[src/rtl/scr_dma_pkg.sv]
`default_nettype none
// ============================================================================
//  Module   : scr_dma_pkg
//  Purpose  : Shared types and constants for the scratch-RAM DMA engine.
//             Holds the FSM state enum and the transfer-mode encodings.
//  Revision : 1.0 - initial release
// ============================================================================
package scr_dma_pkg;

    // FSM states. The width and the codes are fixed so the state register
    // has a known encoding.
    typedef enum logic [1:0] {
        IDLE  = 2'd0,
        READ  = 2'd1,
        WRITE = 2'd2,
        FIN   = 2'd3
    } state_t;

    // Transfer mode, sampled together with START.
    localparam logic MODE_COPY = 1'b0;
    localparam logic MODE_FILL = 1'b1;

endpackage : scr_dma_pkg
`default_nettype wire

[src/rtl/scr_dma_if.sv]
`default_nettype none
// ============================================================================
//  Module   : scr_dma_if
//  Purpose  : Bundles the DMA request/status signals and the scratch-RAM
//             port into one interface.
//  Ports    : start/mode/src_addr/dst_addr/len/fill_data/abort - request
//             scr_rdata                - RAM read data (combinational)
//             scr_addr/scr_we/scr_wdata - RAM address / write port
//             busy/done                - status
//  Modports : slave  - the DMA engine
//             master - the requester plus the RAM it drives
//  Revision : 1.0 - initial release
// ============================================================================
interface scr_dma_if #(
    parameter int ADDR_W = 8,
    parameter int DATA_W = 10
);
    logic              start;
    logic              mode;
    logic [ADDR_W-1:0] src_addr;
    logic [ADDR_W-1:0] dst_addr;
    logic [ADDR_W-1:0] len;
    logic [DATA_W-1:0] fill_data;
    logic              abort;
    logic [DATA_W-1:0] scr_rdata;
    logic [ADDR_W-1:0] scr_addr;
    logic              scr_we;
    logic [DATA_W-1:0] scr_wdata;
    logic              busy;
    logic              done;

    modport slave (
        input  start, mode, src_addr, dst_addr, len, fill_data, abort,
        input  scr_rdata,
        output scr_addr, scr_we, scr_wdata, busy, done
    );

    modport master (
        output start, mode, src_addr, dst_addr, len, fill_data, abort,
        output scr_rdata,
        input  scr_addr, scr_we, scr_wdata, busy, done
    );

endinterface : scr_dma_if
`default_nettype wire

[src/rtl/scr_dma.sv]
`default_nettype none
// ============================================================================
//  Module   : scr_dma
//  Purpose  : Scratch-RAM DMA engine. Copies LEN words from SRC to DST
//             (one READ cycle then one WRITE cycle per word) or fills LEN
//             words at DST with a constant (one WRITE cycle per word).
//             Ascending order, silent address wrap, single-cycle DONE.
//  Ports    : clk  - clock, all state changes on the rising edge
//             rst  - asynchronous active-high reset
//             bus  - scr_dma_if.slave (request, status and RAM port)
//  Revision : 1.0 - initial release
// ============================================================================
module scr_dma
    import scr_dma_pkg::*;
#(
    parameter int ADDR_W = 8,
    parameter int DATA_W = 10
) (
    input  wire logic clk,
    input  wire logic rst,
    scr_dma_if.slave  bus
);

    localparam logic [ADDR_W-1:0] c_one  = ADDR_W'(1);
    localparam logic [ADDR_W-1:0] c_zero = '0;

    state_t            r_state;
    state_t            w_state_nxt;

    logic              r_mode;
    logic [ADDR_W-1:0] r_src;
    logic [ADDR_W-1:0] r_dst;
    logic [ADDR_W-1:0] r_cnt;
    logic [DATA_W-1:0] r_fill;
    logic [DATA_W-1:0] r_hold;

    logic [ADDR_W-1:0] w_scr_addr;
    logic              w_scr_we;
    logic [DATA_W-1:0] w_scr_wdata;
    logic              w_busy;
    logic              w_done;

    // ------------------------------------------------------------------
    // State register
    // ------------------------------------------------------------------
    always_ff @(posedge clk or posedge rst) begin
        if (rst) begin
            r_state <= IDLE;
        end else begin
            r_state <= w_state_nxt;
        end
    end

    // ------------------------------------------------------------------
    // Next-state logic
    // ------------------------------------------------------------------
    always_comb begin
        w_state_nxt = r_state;
        case (r_state)
            IDLE: begin
                if (bus.start) begin
                    if (bus.len == c_zero) begin
                        w_state_nxt = FIN;
                    end else if (bus.mode == MODE_FILL) begin
                        w_state_nxt = WRITE;
                    end else begin
                        w_state_nxt = READ;
                    end
                end
            end
            READ: begin
                w_state_nxt = bus.abort ? FIN : WRITE;
            end
            WRITE: begin
                // r_cnt still holds the count before this word, so a value
                // of one means this is the last word.
                if (bus.abort || (r_cnt == c_one)) begin
                    w_state_nxt = FIN;
                end else if (r_mode == MODE_FILL) begin
                    w_state_nxt = WRITE;
                end else begin
                    w_state_nxt = READ;
                end
            end
            FIN: begin
                w_state_nxt = IDLE;
            end
            default: begin
                w_state_nxt = IDLE;
            end
        endcase
    end

    // ------------------------------------------------------------------
    // Outputs: decoded from state and registers only, so no input has a
    // combinational path to the RAM port.
    // ------------------------------------------------------------------
    always_comb begin
        w_scr_addr  = '0;
        w_scr_we    = 1'b0;
        w_scr_wdata = '0;
        w_busy      = (r_state != IDLE);
        w_done      = (r_state == FIN);
        case (r_state)
            READ: begin
                w_scr_addr = r_src;
            end
            WRITE: begin
                w_scr_addr  = r_dst;
                w_scr_we    = 1'b1;
                w_scr_wdata = (r_mode == MODE_FILL) ? r_fill : r_hold;
            end
            default: begin
                w_scr_addr  = '0;
            end
        endcase
    end

    assign bus.scr_addr  = w_scr_addr;
    assign bus.scr_we    = w_scr_we;
    assign bus.scr_wdata = w_scr_wdata;
    assign bus.busy      = w_busy;
    assign bus.done      = w_done;

    // ------------------------------------------------------------------
    // Datapath: operand latch, hold register, pointer/count advance
    // ------------------------------------------------------------------
    always_ff @(posedge clk or posedge rst) begin
        if (rst) begin
            r_mode <= MODE_COPY;
            r_src  <= '0;
            r_dst  <= '0;
            r_cnt  <= '0;
            r_fill <= '0;
            r_hold <= '0;
        end else begin
            case (r_state)
                IDLE: begin
                    if (bus.start) begin
                        r_mode <= bus.mode;
                        r_src  <= bus.src_addr;
                        r_dst  <= bus.dst_addr;
                        r_cnt  <= bus.len;
                        r_fill <= bus.fill_data;
                    end
                end
                READ: begin
                    r_hold <= bus.scr_rdata;
                end
                WRITE: begin
                    // Pointers wrap naturally at the address width.
                    r_src <= r_src + c_one;
                    r_dst <= r_dst + c_one;
                    r_cnt <= r_cnt - c_one;
                end
                default: begin
                    r_hold <= r_hold;
                end
            endcase
        end
    end

endmodule : scr_dma
`default_nettype wire

[src/flat_wrapper.sv]
// flat-port wrapper written by rule: the top's interface ports become plain ports
module scr_dma_flat import scr_dma_pkg::*;
#(
    parameter int ADDR_W = 8,
    parameter int DATA_W = 10
)
  (clk, rst, bus_start, bus_mode, bus_src_addr, bus_dst_addr, bus_len, bus_fill_data, bus_abort, bus_scr_rdata, bus_scr_addr, bus_scr_we, bus_scr_wdata, bus_busy, bus_done);
  scr_dma_if #(.ADDR_W(ADDR_W), .DATA_W(DATA_W)) bus_i ();
  input  wire logic clk;
  input  wire logic rst;
  input wire logic [$bits(bus_i.start)-1:0] bus_start;
  input wire logic [$bits(bus_i.mode)-1:0] bus_mode;
  input wire logic [$bits(bus_i.src_addr)-1:0] bus_src_addr;
  input wire logic [$bits(bus_i.dst_addr)-1:0] bus_dst_addr;
  input wire logic [$bits(bus_i.len)-1:0] bus_len;
  input wire logic [$bits(bus_i.fill_data)-1:0] bus_fill_data;
  input wire logic [$bits(bus_i.abort)-1:0] bus_abort;
  input wire logic [$bits(bus_i.scr_rdata)-1:0] bus_scr_rdata;
  output wire logic [$bits(bus_i.scr_addr)-1:0] bus_scr_addr;
  output wire logic [$bits(bus_i.scr_we)-1:0] bus_scr_we;
  output wire logic [$bits(bus_i.scr_wdata)-1:0] bus_scr_wdata;
  output wire logic [$bits(bus_i.busy)-1:0] bus_busy;
  output wire logic [$bits(bus_i.done)-1:0] bus_done;
  assign bus_i.start = bus_start;
  assign bus_i.mode = bus_mode;
  assign bus_i.src_addr = bus_src_addr;
  assign bus_i.dst_addr = bus_dst_addr;
  assign bus_i.len = bus_len;
  assign bus_i.fill_data = bus_fill_data;
  assign bus_i.abort = bus_abort;
  assign bus_i.scr_rdata = bus_scr_rdata;
  assign bus_scr_addr = bus_i.scr_addr;
  assign bus_scr_we = bus_i.scr_we;
  assign bus_scr_wdata = bus_i.scr_wdata;
  assign bus_busy = bus_i.busy;
  assign bus_done = bus_i.done;
  scr_dma #(.ADDR_W(ADDR_W), .DATA_W(DATA_W)) u_core (.clk(clk), .rst(rst), .bus(bus_i));
endmodule
[config.mk]
export PLATFORM = sky130hd
export DESIGN_NAME = scr_dma_flat
export DESIGN_NICKNAME = d
export VERILOG_FILES = /design/src/rtl/scr_dma_pkg.sv /design/src/rtl/scr_dma_if.sv /design/src/rtl/scr_dma.sv /design/src/flat_wrapper.sv
export SDC_FILE = /design/constraint.sdc
export NUM_CORES = 1
export LEC_CHECK = 0
export CORE_UTILIZATION = 40
export CTS_CLUSTER_DIAMETER = 100
export CTS_CLUSTER_SIZE = 10
export DETAILED_ROUTE_END_ITERATION = 12
export PLACE_DENSITY_LB_ADDON = 0.05
export SYNTH_ARGS = -nofsm -noshare
export SYNTH_HDL_FRONTEND = slang
export SYNTH_SLANG_ARGS = --single-unit
[constraint.sdc]
create_clock -name clk -period 3.9 [get_ports clk]
set_clock_uncertainty 0.05 [all_clocks]
set_input_delay 0.78 -clock clk [delete_from_list [all_inputs] [get_ports clk]]
set_output_delay 0.78 -clock clk [all_outputs]
set_load 0.01 [all_outputs]
# Yosys cells after proc, flatten, opt, wreduce, memory -nomap -nowiden
# Index checks and enable logic that the tools add are counted.
# classes
shift,0
magnitude_cmp,0
reduce_logical,7
addsub,3
multipliers,0
mux,17
eq_ne,5
div,0
bitwise,0
# ops
op,n
$pmux W8 S2,4
$mux W8,3
$mux W10,2
$add A8 B1 Y8 const B,2
$mux W2,5
$eq A8 B1 Y1 const B,1
$logic_not A8 Y1,1
$pmux W2 S4,1
$sub A8 B1 Y8 const B,1
$eq A2 B2 Y1 const B,2
$reduce_and A2 Y1,2
$reduce_bool A2 Y1,2
$eq A2 B1 Y1 const B,1
$logic_not A2 Y1,1
$mux W1,2
$ne A2 B2 Y1 const B,1
$logic_or A1 B1 Y1,1
# totals
latch_bits,0
inputBits,49
word_cells,39
rom_bits,0
regBits,47
mem_bits_rw,0
out_inout_bits,21
n_memories,0

# Depth between registers and ports, before layout
# Gate-level depths: netlist (run 1).
# logic_depth
depth_word,4
depth_mapped,8
mapped_depth_nobuf,6

# Least setup slack after synthesis (run 1)
# No wires, ideal clock.
# synth_path
path_kind,register to output
startpoint,reg u_core.r_state[0]
endpoint,out bus_scr_wdata[4]
t_required_ns,3.070
stages_incl_launch_ff,7
n_path_buf,3
slack_ns,1.514
t_arrival_ns,1.556
path_cell_list,dfrtp_1 -> inv_1 -> ha_1 -> buf_2 -> buf_2 -> clkbuf_1 -> nor2b_1
# synth_via
elab_chain_cells,2
# synth_rtl
element,line_no,rtl
"start, declared",scr_dma.sv:27,state_t r_state;
"start signal, assigned",scr_dma.sv:50,r_state <= w_state_nxt;
$eq A2 B2 Y1,scr_dma.sv:104,case (r_state)
$mux W10,scr_dma.sv:104,
"end, declared",flat_wrapper.sv:21,output wire logic [$bits(bus_i.scr_wdata)-1:0] bus_scr_wdata;
# Every way passes these cells.

# Final worst setup path (run 1)
# layout_path
startpoint,reg u_core.r_state[0]
endpoint,out bus_scr_addr[3]
# layout_via
elab_chain_cells,2
word_cells_on_any_way,3
cone_classes,eq/ne (2); mux (1)
# layout_rtl
element,line_no,rtl
$eq A2 B2 Y1 or $eq A2 B1 Y1 (tied branches),scr_dma.sv:104,
$pmux W8 S2 (*),scr_dma.sv:104,
"end, declared",flat_wrapper.sv:19,output wire logic [$bits(bus_i.scr_addr)-1:0] bus_scr_addr;
# Every way passes the cells marked *; elsewhere a longest branch is shown, timed or not.

==> results of run 1 <==
through the flow:
stage / cells / hold slack [ns] / instance area (sq um)
after floorplan: 284 / 0.429 / 2780
after global placement: 417 / 0.440 / 3490
after detailed placement: 417 / 0.444 / 3490
after CTS: 425 / 0.467 / 3630
after global routing: 425 / 0.473 / 3630
final: 425 / 0.461 / 3630
registers in the layout, indices dropped and copies added, names as in the netlist:
signal          count
u_core.r_mode       1
u_core.r_cnt        8
u_core.r_state      2
u_core.r_fill      10
u_core.r_src        8
u_core.r_dst        8
u_core.r_hold      10
synthesized netlist by cell type:
| cell | instances |
|---|---|
| nor2_1 | 7 |
| and3_1 | 3 |
| o31a_1 | 1 |
| o211ai_1 | 3 |
| clkbuf_1 | 5 |
| a21boi_0 | 4 |
| buf_2 | 8 |
| buf_4 | 2 |
| inv_1 | 8 |
| a2bb2oi_1 | 5 |
| nor3_1 | 3 |
| mux2_2 | 23 |
| a31oi_1 | 1 |
| nor3b_1 | 3 |
| o22ai_1 | 8 |
| o32ai_1 | 1 |
| o31ai_1 | 1 |
| nand4_1 | 7 |
| and2_1 | 2 |
| nand2_2 | 1 |
| a21oi_1 | 24 |
| nor2b_1 | 15 |
| nor4_1 | 2 |
| o21ai_1 | 6 |
| dfrtp_1 | 47 |
| nand2b_1 | 5 |
| buf_6 | 4 |
| o2111ai_1 | 1 |
| ha_1 | 8 |
| nand2_1 | 23 |
| nand3_1 | 9 |
| mux2i_1 | 16 |
| o21ai_0 | 16 |
| a22oi_1 | 4 |
| and4b_1 | 1 |
| o22a_1 | 4 |
| nor4_4 | 1 |
| or3_1 | 2 |
cell usage in the layout, fill, tap and decap left out, types with 8 or more instances in the layout:
cell type / n
nand2_1: 23
mux2_2: 23
mux2i_1: 16
nor2b_1: 15
nand3_1: 9
o21ai_0: 16
clkdlybuf4s50_1: 69
o22ai_1: 8
a21oi_1: 24
dfrtp_1: 47
report_power, final:
group	switching, mW	leakage [nW]	internal (mW)
registers	0.255	0.544	0.740
logic	0.794	0.831	0.836
clock network	0.174	0.0654	0.256
total	1.22	1.44	1.83
how the worst max path moves through the flow:
stage / from / end / slack, ns / cells past startpoint
finish: u_core.r_state[0] / bus_scr_addr[3] / 0.61 / 6
detailed placement: u_core.r_state[0] / bus_scr_addr[3] / 0.99 / 6
global placement: u_core.r_state[0] / bus_scr_addr[5] / 1.01 / 6
global route: u_core.r_state[0] / bus_scr_addr[3] / 0.43 / 6
CTS: u_core.r_state[0] / bus_scr_addr[3] / 0.62 / 6
floorplan: u_core.r_state[0] / bus_scr_wdata[4] / 1.51 / 6
routing by layer:
metal  vias up  track usage  wire [um]
li1       1150            -          -
met4         0       0.0470         58
met1      1115        0.276       3340
met2        58        0.325       3190
met5         -            0          0
met3         5       0.0331        268
final cells by class:
cell class | instances | area (sq um) | area share
Tap cell | 80 | 100 | 0.0276
Clock buffer | 6 | 72.6 | 0.0200
Inverter | 8 | 30.0 | 0.00828
Sequential cell | 47 | 1180 | 0.324
Multi-Input combinational cell | 210 | 1460 | 0.403
Clock inverter | 2 | 60.1 | 0.0166
Timing Repair Buffer | 72 | 726 | 0.200
worst max-delay path: cells and delay by family, from the launching register on:
family	cells	cell delay [ns]
simple gates	1	0.12
compound gates	1	0.24
fa+ha+maj	1	0.37
flops	1	0.42
buf+inv	3	1.00
cells by family (layout without fill, tap and decap cells):
| logic type | Yosys count | in the layout | synth area share |
|---|---|---|---|
| AO/OA/AOI/OAI | 79 | 79 | 0.173 |
| flip-flops | 47 | 47 | 0.422 |
| buffers and inverters | 27 | 88 | 0.0535 |
| adder cells (fa/ha/maj) | 8 | 8 | 0.0360 |
| AND/OR/NAND/NOR | 84 | 84 | 0.164 |
| multiplexers | 39 | 39 | 0.151 |
==> metrics.yaml, run 1 <==
cts:
  cts_setup_buffers: 0
  cts_sinks: 47
  cts_resized: 0
  cts_tree: "built"
  htree_levels: 2
  hold_buffers: 0
  clkTransAtPathRegs_ns: 0.09
  root_buffer: "clkbuf_8"
  insertion_delay_ns: 0.30
  cts_buffers: 5
  cts_max_path_buffers: 2
routing:
  wl_um: 6850
  first_iter_violations: 101
  vias: 2328
  wl_per_cell_um: 16.1
  first_pass_iters: 4
  postRouteAntennaNets: 0
  drt-vias-per-instance: 5.48
  drcViolationCount: 0
placed_design:
  dpl_worst_slack_ns: 0.994
  place.gp.congestion: 0.795
  dp_hpwl_um: 4670
  io_buffers: 69
critical_path:
  slowest_delay_ns: 0.59
  critPathCaptureType: "output pin"
  reg2regPathDepth: 6
  critPathSlowestCell: "clkdlybuf4s50_1"
  r2r_end: "u_core.r_cnt[6]"
  path_cells: "inv_1, ha_2, buf_12, nand2_1, a21boi_0, clkdlybuf4s50_1"
  cp.arrival_ns: 2.46
  cp_max_fo: 61
  timing.rr.start: "u_core.r_state[0]"
  critPathLaunchType: "register"
  worstSetupPathType: "reg2out"
  worstPathRequired_ns: 3.07
  rrSetupSlack_ns: 1.38
floorplanning:
  die_w_um: 85.4
  die-area_sq_um: 7300
  core_sq_um: 6760
  core.rowCount: 30
  start_util: 0.412
  fp.dieH_um: 85.4
  io_pins: 70
worst_hold_path:
  hp-class: "reg2reg"
  hp-start: "u_core.r_hold[8]"
  hold_end: "u_core.r_hold[8]"
  hold-path-cell-count: 1
power_and_ir_drop:
  max-vdd-ir-drop_mv: 0.380
  power-per-cell-area_nw_per_um2: 843
  power.total_mw: 3.06
  leakagePower_nw: 1.44
sta:
  grt_setup_unrepaired: "no"
  worst_pin_slew_ns: 1.00
  report.final.hold_viol_count: 0
  slew_violations: 0
  fin_tns_setup_ns: 0
  max_freq_ghz: 0.304
  worst_slack_ns: 0.614
  relSlewSlack: 0.332
  setup_viol: 0
  fin_crit_ns: 3.29
  fin_crit_sh: 0.843
final_layout:
  num_antenna_cells: 0
  synthToLayoutAreaGrowth_pct: 30.2
  fin_util: 0.537
  drive_gt1_frac: 0.107
  layout.nets: 401
  n_fill_cell: 629
outcome:
  outcome: "finished, final reports clean"
logic_synthesis:
  synth_area_sq_um: 2780
  netlist.area_leader.share: 0.422
  synth_fp_nets: 341
  synth_top_area_cell: "dfrtp_1"
  syn_inst: 284
  synthTopCellsByArea: "dfrtp_1 (42%), mux2_2 (9.3%), mux2i_1 (5.8%)"
  yosys.cell_types.count: 38
  ys_warn_count: 0
  synth-seq-area-share: 0.422
  synth-seq-cells: 47
  avgSynthCellArea_sq_um: 9.80
job:
  max-cap-violations: 0
global_route:
  grt_pass1_vias: 2331
  grt_max_degree: 62
  grt_usage: 0.199
  antenna_found_initial: 0
  overflow: 0
  grt_pass1_wl_um: 11400
No activity file was read; power rests on OpenSTA's default activity.
==> inputs of run 2 (changes only) <==
==> constraint.sdc (replaced) <==
create_clock -name clk -period 3.4 [get_ports clk]
set_clock_uncertainty 0.05 [all_clocks]
set_input_delay 0.68 -clock clk [delete_from_list [all_inputs] [get_ports clk]]
set_output_delay 0.68 -clock clk [all_outputs]
set_load 0.01 [all_outputs]
==> run 2 against run 1 <==
First-iteration DRC count increased by 17%. Worst hold slack improved by 0.00067 ns. Die area unchanged. Count of clock-buffer cells in the layout unchanged. Non-clock buffer count increased by 4. Combinational power increased by 14%. Clock power decreased by 22%. Register-to-register slack got worse by 0.54 ns. Sequential power increased by 14%. Largest power group unchanged. Total power increased by 9.4%.
==> metrics.yaml, run 2 (synthesis gave the netlist of run 1 again) <==
sta:
  fin_crit_sh: 0.876
  grt_setup_unrepaired: "no"  # unchanged
  fin_crit_ns: 2.98
  report.final.hold_viol_count: 0  # unchanged
  max_freq_ghz: 0.336
  setup_viol: 0  # unchanged
  slew_violations: 0  # unchanged
  hold-worst-slack_ns: 0.461  # about the same
  fin_tns_setup_ns: 0  # unchanged
  worst_pin_slew_ns: 0.942  # was 1.00 ns
  relSlewSlack: 0.354  # was 0.332
global_route:
  grt_use_met3: 0.0438  # was 0.0331
  grt_pass1_vias: 2352  # was 2331
  antenna_found_initial: 0  # unchanged
  met1_usage: 0.279  # was 0.276
  grt_busiest_layer: "met2"  # unchanged
  grt_usage: 0.200  # was 0.199
  grt_max_degree: 42  # was 62
  met2_usage: 0.319  # was 0.325
  grt_pass1_wl_um: 11500  # was 11400 um
  overflow: 0  # unchanged
critical_path:
  critPathLaunchType: "register"  # unchanged
  worstSetupPathType: "reg2out"  # unchanged
  cp.arrival_ns: 2.25  # was 2.46 ns
  path_delay_family: "buffers and inverters"  # unchanged
  path_buf_inv: 3  # unchanged
  critPathSlowestCell: "clkdlybuf4s50_1"  # unchanged
  worstPathRequired_ns: 2.67  # was 3.07 ns
  path_cells: "inv_1, ha_4, buf_4, nor2b_1, clkdlybuf4s50_1"  # was inv_1, ha_2, buf_12, nand2_1, a21boi_0, clkdlybuf4s50_1
  r2r_end: "u_core.r_dst[6]"  # was u_core.r_cnt[6]
  rrSetupSlack_ns: 0.84  # was 1.38 ns
  timing.rr.start: "u_core.r_state[0]"  # unchanged
  cp_max_fo: 41  # was 61
  slowest_delay_ns: 0.56  # was 0.59 ns
  reg2regPathDepth: 6  # unchanged
  critPathCaptureType: "output pin"  # unchanged
worst_hold_path:
  hp-class: "reg2reg"  # unchanged
  hp-start: "u_core.r_fill[3]"  # was u_core.r_hold[8]
  hold-path-cell-count: 1  # unchanged
  hold_end: "u_core.r_fill[3]"  # was u_core.r_hold[8]
routing:
  first_pass_iters: 4  # unchanged
  first_iter_violations: 118  # was 101
  wl_per_cell_um: 15.7  # was 16.1 um
  drcViolationCount: 0  # unchanged
  wl_um: 6750  # was 6850 um
  drt-vias-per-instance: 5.33  # was 5.48
  postRouteAntennaNets: 0  # unchanged
  vias: 2288  # was 2328
cts:
  cts_buffers: 5  # unchanged
  cts_tree: "built"  # unchanged
  htree_levels: 2  # unchanged
  cts_sinks: 47  # unchanged
  clkTransAtPathRegs_ns: 0.09  # about the same
  cts_resized: 0  # unchanged
  root_buffer: "clkbuf_8"  # unchanged
  cts_max_path_buffers: 2  # unchanged
  hold_buffers: 0  # unchanged
  cts_setup_buffers: 0  # unchanged
  insertion_delay_ns: 0.30  # about the same
power_and_ir_drop:
  max-vdd-ir-drop_mv: 0.530  # was 0.380 mV
  leakagePower_nw: 1.43  # was 1.44 nW
  power-per-cell-area_nw_per_um2: 927  # was 843 nW/um^2
  power.total_mw: 3.34  # was 3.06 mW
final_layout:
  final_common_cell: "clkdlybuf4s50_1"  # unchanged
  n_fill_cell: 637  # was 629
  multi_input_area_sq_um: 1470  # was 1460 sq um
  final_cell_mix: "clkdlybuf4s50_1 (69), dfrtp_1 (47), a21oi_1 (24), mux2_2 (23), nand2_1 (23)"  # unchanged
  drive_gt1_frac: 0.117  # was 0.107
  regArea_sq_um: 1180  # unchanged
  synthToLayoutAreaGrowth_pct: 29.5  # was 30.2%
  layout.nets: 405  # was 401
  num_antenna_cells: 0  # unchanged
  design_area_sq_um: 3610  # was 3630 sq um
  reg_top3: "u_core.r_fill (10), u_core.r_hold (10)"  # unchanged
placed_design:
  dp_hpwl_um: 4960  # was 4670 um
  place.gp.congestion: 0.771  # was 0.795
  io_buffers: 69  # unchanged
  dpl_cell_area_sq_um: 3510  # was 3490 sq um
floorplanning:
  core.rowCount: 30  # unchanged
  die_w_um: 85.4  # unchanged
  io_pins: 70  # unchanged
  die-area_sq_um: 7300  # unchanged
  fp.dieH_um: 85.4  # unchanged
  core_sq_um: 6760  # unchanged
  start_util: 0.412  # unchanged
outcome:
  outcome: "finished, final reports clean"  # unchanged
job:
  max-cap-violations: 0  # unchanged
[run 2: where the power goes]
group | leakage (nW) | internal, mW | switching (mW)
clock network | 0.0412 | 0.144 | 0.193
logic | 0.849 | 0.964 | 0.898
registers | 0.544 | 0.850 | 0.295
total | 1.43 | 1.96 | 1.39
[run 2: layout make-up]
cell class                 instances  area share
inverter                           8     0.00833
clock inverter                     2     0.00347
timing repair buffer              76       0.206
tap                               80      0.0278
multi-input combinational        210       0.408
clock buffer                       6      0.0201
sequential                        47       0.326
[run 2: metrics by stage]
stage                     utilization  worst slack, ns  instances
after floorplan                     -             1.11        284
after global placement          0.520            0.524        421
after detailed placement        0.520            0.487        421
after CTS                       0.532            0.129        429
after global routing            0.534            0.254        429
final                           0.534            0.420        429
[run 2: worst register-to-register path: stages, from the launching register on]
cell       delay [ns]
dfrtp_1          0.41
inv_1            0.15
ha_1             0.46
mux2i_1          0.84
buf_4            0.32
a21oi_1          0.06
a2bb2oi_1        0.15
[run 2: worst max-delay path by stage]
stage | start | to | slack (ns) | cells after the start
floorplan | u_core.r_state[0] | bus_scr_wdata[4] | 1.11 | 6
global placement | u_core.r_state[0] | bus_scr_addr[5] | 0.52 | 5
detailed placement | u_core.r_state[0] | bus_scr_addr[6] | 0.49 | 5
CTS | u_core.r_state[0] | bus_scr_addr[6] | 0.13 | 5
global route | u_core.r_state[0] | bus_scr_addr[6] | 0.25 | 5
finish | u_core.r_state[0] | bus_scr_wdata[5] | 0.42 | 5
[run 2: routing by layer]
metal / vias to the layer above / routed length, um / part of all wire
met1: 1073 / 3290 / 0.49
li1: 1158 / - / -
met5: - / 0 / 0
met3: 7 / 289 / 0.043
met4: 0 / 81 / 0.012
met2: 50 / 3090 / 0.46
==> inputs of run 3 (changes only) <==
--- a/config.mk
+++ b/config.mk
@@ -5,8 +5,8 @@
 export SDC_FILE = /design/constraint.sdc
 export NUM_CORES = 1
 export LEC_CHECK = 0
+export CAP_MARGIN = 30
 export CORE_UTILIZATION = 40
-export CTS_CLUSTER_DIAMETER = 100
 export CTS_CLUSTER_SIZE = 10
 export DETAILED_ROUTE_END_ITERATION = 12
 export PLACE_DENSITY_LB_ADDON = 0.05
==> results of run 3 <==
No change in the layout: final DEF, timing and power equal those of run 2.
